===== config.mk =====
export PLATFORM = sky130hd
export DESIGN_NAME = reg_file
export DESIGN_NICKNAME = d
export VERILOG_FILES = /design/src/rtl/reg_file_pkg.sv /design/src/rtl/reg_word.sv /design/src/rtl/reg_file.sv
export SDC_FILE = /design/constraint.sdc
export NUM_CORES = 2
export LEC_CHECK = 0
export ABC_AREA = 1
export ABC_CLOCK_PERIOD_IN_PS = 40400
export BUFFER_PORTS_ARGS = -buffer_cell sky130_fd_sc_hd__clkbuf_2
export CORE_UTILIZATION = 50
export DETAILED_ROUTE_END_ITERATION = 12
export GPL_ROUTABILITY_DRIVEN = 0
export PLACE_DENSITY = 0.72
export SETUP_SLACK_MARGIN = 0.15
export SLEW_MARGIN = 5
export SYNTH_ARGS = -nofsm -noshare
export SYNTH_HDL_FRONTEND = slang
export SYNTH_SLANG_ARGS = --single-unit

===== constraint.sdc =====
create_clock -name clk -period 40.4 [get_ports clk]
set_clock_uncertainty 0.1 [all_clocks]
set_input_delay 4.04 -clock clk [delete_from_list [all_inputs] [get_ports clk]]
set_output_delay 4.04 -clock clk [all_outputs]
set_load 0.05 [all_outputs]

===== src/rtl/reg_file_pkg.sv =====
// Shared constants and index type for the register file slice.
package reg_file_pkg;
    localparam int unsigned XLEN   = 32;
    localparam int unsigned NREGS  = 32;
    localparam int unsigned REG_AW = $clog2(NREGS);

    typedef logic [REG_AW-1:0] reg_idx_t;
endpackage


===== src/rtl/reg_word.sv =====
// One storage word: loads d on a rising clk edge when WriteEn, cleared asynchronously by reset.
module reg_word #(
    parameter int unsigned WIDTH = 32
) (
    input  logic             clk,
    input  logic             reset,
    input  logic             WriteEn,
    input  logic [WIDTH-1:0] d,
    output logic [WIDTH-1:0] q
);
    logic [WIDTH-1:0] data_q;
    logic [WIDTH-1:0] data_d;

    always_comb begin
        data_d = data_q;
        if (WriteEn) data_d = d;
    end

    always_ff @(posedge clk or posedge reset) begin
        if (reset) data_q <= '0;
        else       data_q <= data_d;
    end

    assign q = data_q;
endmodule


===== src/rtl/reg_file.sv =====
// Two-read/one-write register file with saturating write counter.
// Define REG_FILE_BYPASS_EN to forward same-cycle write data to matching reads.
module reg_file
    import reg_file_pkg::*;
#(
    parameter int unsigned WIDTH    = XLEN,
    parameter int unsigned DEPTH    = NREGS,
    parameter int unsigned ZERO_REG = 1
) (
    input  logic                       clk,
    input  logic                       reset,
    input  logic                       WriteEn,
    input  logic [$clog2(DEPTH)-1:0]   wr_addr,
    input  logic [WIDTH-1:0]           wr_data,
    input  logic [$clog2(DEPTH)-1:0]   rd_addr_a,
    output logic [WIDTH-1:0]           rd_data_a,
    input  logic [$clog2(DEPTH)-1:0]   rd_addr_b,
    output logic [WIDTH-1:0]           rd_data_b,
    output logic [15:0]                wr_count
);
    localparam int unsigned AW    = $clog2(DEPTH);
    localparam int unsigned FIRST = (ZERO_REG == 1) ? 1 : 0;

    logic [WIDTH-1:0] regs [DEPTH];
    logic [DEPTH-1:0] word_we;
    logic             wr_commit;
    logic [15:0]      wr_count_q;
    logic [15:0]      wr_count_d;

    // A write only commits when it targets real storage; this also gates the counter.
    always_comb begin
        wr_commit = WriteEn && (32'(wr_addr) < DEPTH);
        if ((ZERO_REG == 1) && (wr_addr == '0)) wr_commit = 1'b0;
        word_we = '0;
        if (wr_commit) word_we[wr_addr] = 1'b1;
    end

    for (genvar i = 0; i < DEPTH; i++) begin : g_word
        if (i < FIRST) begin : g_zero
            assign regs[i] = '0;
        end else begin : g_store
            reg_word #(.WIDTH(WIDTH)) u_word (
                .clk     (clk),
                .reset   (reset),
                .WriteEn (word_we[i]),
                .d       (wr_data),
                .q       (regs[i])
            );
        end
    end

    always_comb begin
        rd_data_a = regs[rd_addr_a];
        rd_data_b = regs[rd_addr_b];
`ifdef REG_FILE_BYPASS_EN
        if (!reset && wr_commit && (rd_addr_a == wr_addr)) rd_data_a = wr_data;
        if (!reset && wr_commit && (rd_addr_b == wr_addr)) rd_data_b = wr_data;
`endif
    end

    always_comb begin
        wr_count_d = wr_count_q;
        if (wr_commit && (wr_count_q != '1)) wr_count_d = wr_count_q + 16'd1;
    end

    always_ff @(posedge clk or posedge reset) begin
        if (reset) wr_count_q <= '0;
        else       wr_count_q <= wr_count_d;
    end

    assign wr_count = wr_count_q;
endmodule


==> flow_metrics.tcl <==
set metrics [dict create \
    status "complete, but fails checks" \
    violations "slew limit" \
    yosys.cell_types.count 27 \
    place_inst 9463 \
    hold_end "g_word[6].g_store.u_word.q[4]$_DFFE_PP0P_" \
    hold_buffers 0 \
    numCtsBuffers 109 \
    grt_pass1_vias 54400 \
    min-delay-start "g_word[6].g_store.u_word.q[4]$_DFFE_PP0P_" \
    routed_via_density 6.02 \
    finalWorstSetupSlack_ns 27.63 \
    fmax_mhz 78.3 \
    grt_max_degree 208 \
    clock_path_buffers 3 \
    path_cells "buf_8 > buf_4 > buf_4 > buf_4 > nor2_1 > a21oi_1 > nand3_1 > nand3_1 > nand3_1 > nand2_1 > clkbuf_2" \
    post_cts_buffers 0 \
    clk_latency_ns 0.72 \
    dieArea_um2 116000 \
    dp_hpwl_um 110000 \
    stdcell_count 9669 \
    setup_violations 0 \
    drcViolationCount 0 \
    cp-start-kind "input port" \
    finalCritPeriodShare_pct 31.6 \
    min_path_type "reg -> reg" \
    coreArea_um2 113000 \
    min_period_ns 12.77 \
    synth_area_um2 57100 \
    r2r_start "wr_count[0]$_DFFE_PP0P_" \
    port_buffers 129 \
    drive_gt1_share_pct 5.90 \
    max_stage_delay_ns 0.96 \
    required_ns 36.26 \
    ys_seq_area_share_pct 44.1 \
    setup-tns-final_ns 0 \
    ant_nets 0 \
    htreeDepth 3 \
    rsz0062_at_grt "no" \
    wl_per_cell_um 21.9 \
    grt_pass1_wl_um 324000 \
    worstSetupPathType "in -> out" \
    cpMaxStageDelayCell "buf_4" \
    syn_avg_cell_area_um2 6.77 \
    rrSetupSlack_ns 38.17 \
    drv_cap 0 \
    final-max-slew-violation-count 124 \
    first_pass_iters 8 \
    peakVddDrop_v 0.0000504 \
    grt_use_total_pct 36.1 \
    dp_slack_ns 27.92 \
    initial_core_util_pct 50.6 \
    die_x_um 340 \
    synthCells 8442 \
    cts_sinks 1008 \
    ff2ff_path_depth 7 \
    drt_iter0_markers 7640 \
    crit_family "buffers and inverters" \
    worstSetupEndpointType "output pin" \
    synth_nets 8493 \
    ys_ff_latch 1008 \
    place_area_um2 57800 \
    ys.warnings.count 0 \
    cts.repair.resized 0 \
    worst_pin_slew_ns 1.76 \
    cts_tree "done" \
    grt_overflow_total 0 \
    die_h_um 340 \
    num-nets-final 8125 \
    relSlewSlack_pct -17.1 \
    cp_num_buf_inv 5 \
    rows 123 \
    num_vias 58200 \
    syn2layout_area_growth_pct 7.94 \
    cp_max_fo 98 \
    hold_depth 2 \
    ios 130 \
    rr_endpoint "wr_count[10]$_DFFE_PP0P_" \
    p_leak_nw 30.3 \
    p_per_area_nw_per_um2 50.3 \
    cts-root-buf "clkbuf_16" \
    finalHoldViolations 0 \
    clk_pin_slew_ns 0.06 \
    arrival_ns 8.63 \
    fillers 10800 \
    design_area_um2 61700 \
    drt-total-wl_um 212000 \
    antenna_found_initial 3 \
]
[registers in the layout, summed over array words and instances (netlist names)]
signal / flops
g_word.g_store.u_word.q: 992
wr_count: 16
[cell usage in the layout (no fill, tap or decap), types with 6 or more instances in the layout]
master / instances
inv_6: 6
nand2_1: 2904
a21oi_2: 28
clkbuf_8: 28
clkbuf_2: 121
nand3_1: 1549
clkinv_2: 27
inv_1: 728
nand2_2: 21
buf_4: 81
dfrtp_1: 1008
clkbuf_16: 112
nor2_1: 231
clkbuf_1: 17
a21oi_1: 292
o21ai_0: 882
o21ai_1: 55
bufinv_16: 15
[synthesized netlist by cell type]
| library cell | n | area [um^2] |
|---|---|---|
| nor3_4 | 1 | 16.3 |
| nand3_2 | 7 | 70.1 |
| nor4_4 | 1 | 21.3 |
| nand2_1 | 2917 | 10900 |
| o21ai_0 | 882 | 4410 |
| nor3b_1 | 1 | 7.51 |
| nor3_1 | 4 | 20.0 |
| clkbuf_1 | 494 | 1850 |
| nand2_2 | 9 | 56.3 |
| dfrtp_1 | 1008 | 25200 |
| nor2_2 | 2 | 12.5 |
| xnor2_1 | 5 | 43.8 |
| nor2_1 | 235 | 882 |
| xor2_1 | 5 | 43.8 |
| inv_2 | 7 | 26.3 |
| clkinv_1 | 2 | 7.51 |
| nand3_1 | 1549 | 7750 |
| a21oi_1 | 292 | 1460 |
| a21oi_2 | 28 | 245 |
| nand4_1 | 3 | 18.8 |
| buf_1 | 69 | 259 |
| buf_2 | 123 | 616 |
| o21ai_1 | 55 | 275 |
| ha_1 | 1 | 12.5 |
| nor3_2 | 4 | 40.0 |
| buf_6 | 6 | 67.6 |
| inv_1 | 732 | 2750 |
[worst register-to-register path, delay by kind of cell, from the launching register on]
family                     cells  cell delay, ns
AOI/OAI and AO/OA              1            0.26
adders and majority gates      1            0.28
buffers and inverters          1            0.31
and+or+nand+nor                4            0.74
DFF                            1            0.44
[logic make-up after synthesis]
family	Yosys count	share of synthesized area, %
and+or+nand+nor	4733	34.7
buffers and inverters	1433	9.76
AOI/OAI and AO/OA	1257	11.2
DFF	1008	44.1
xor gates and xnor gates	10	0.153
adders and majority gates	1	0.0219
[worst max path at each step]
stage            startpoint                                         end  slack, ns  cells after the start
5_1_grt        rd_addr_a[0]                                rd_data_a[7]      27.54                     11
2_1_floorplan         reset  g_word[10].g_store.u_word.q[0]$_DFFE_PP0P_       7.90                      1
6_report       rd_addr_a[0]                               rd_data_a[29]      27.63                     11
4_1_cts        rd_addr_b[0]                               rd_data_b[22]      27.88                     12
3_3_place_gp   rd_addr_a[0]                               rd_data_a[29]      27.93                     11
3_5_place_dp   rd_addr_a[0]                               rd_data_a[29]      27.92                     11
[power breakdown]
part	switching, mW	internal (mW)	leakage (nW)
clock	0.447	0.654	1.94
sequential	0.127	1.20	13.0
combinational	0.456	0.213	15.4
total	1.03	2.07	30.3
[metal layers]
layer	up-vias	GRT usage, %	routed length, um
met2	4053	54.4	90600
met3	779	9.26	28700
li1	26200	-	-
met5	-	0	9
met1	27200	48.6	81500
met4	2	16.9	11200
[stage by stage]
step	hold slack (ns)	util [%]	total power, mW
3_3_place_gp	0.366	51.1	1.97
4_1_cts	0.386	54.6	3.09
3_5_place_dp	0.372	51.1	2.00
2_1_floorplan	0.353	-	1.82
6_report	0.383	54.6	3.10
5_1_grt	0.397	54.6	3.25
[area by class of cell]
type | instances | area, um^2 | share of cell area, %
clock inverter | 48 | 651 | 1.05
antenna | 1 | 2.50 | 0.00406
sequential | 1008 | 25200 | 40.9
tap | 1500 | 1880 | 3.04
inverter | 741 | 2830 | 4.58
timing repair buffer | 213 | 1400 | 2.26
multi-input combinational | 6001 | 26500 | 42.9
clock buffer | 157 | 3250 | 5.27
No activity file was read; power rests on OpenSTA's default activity.
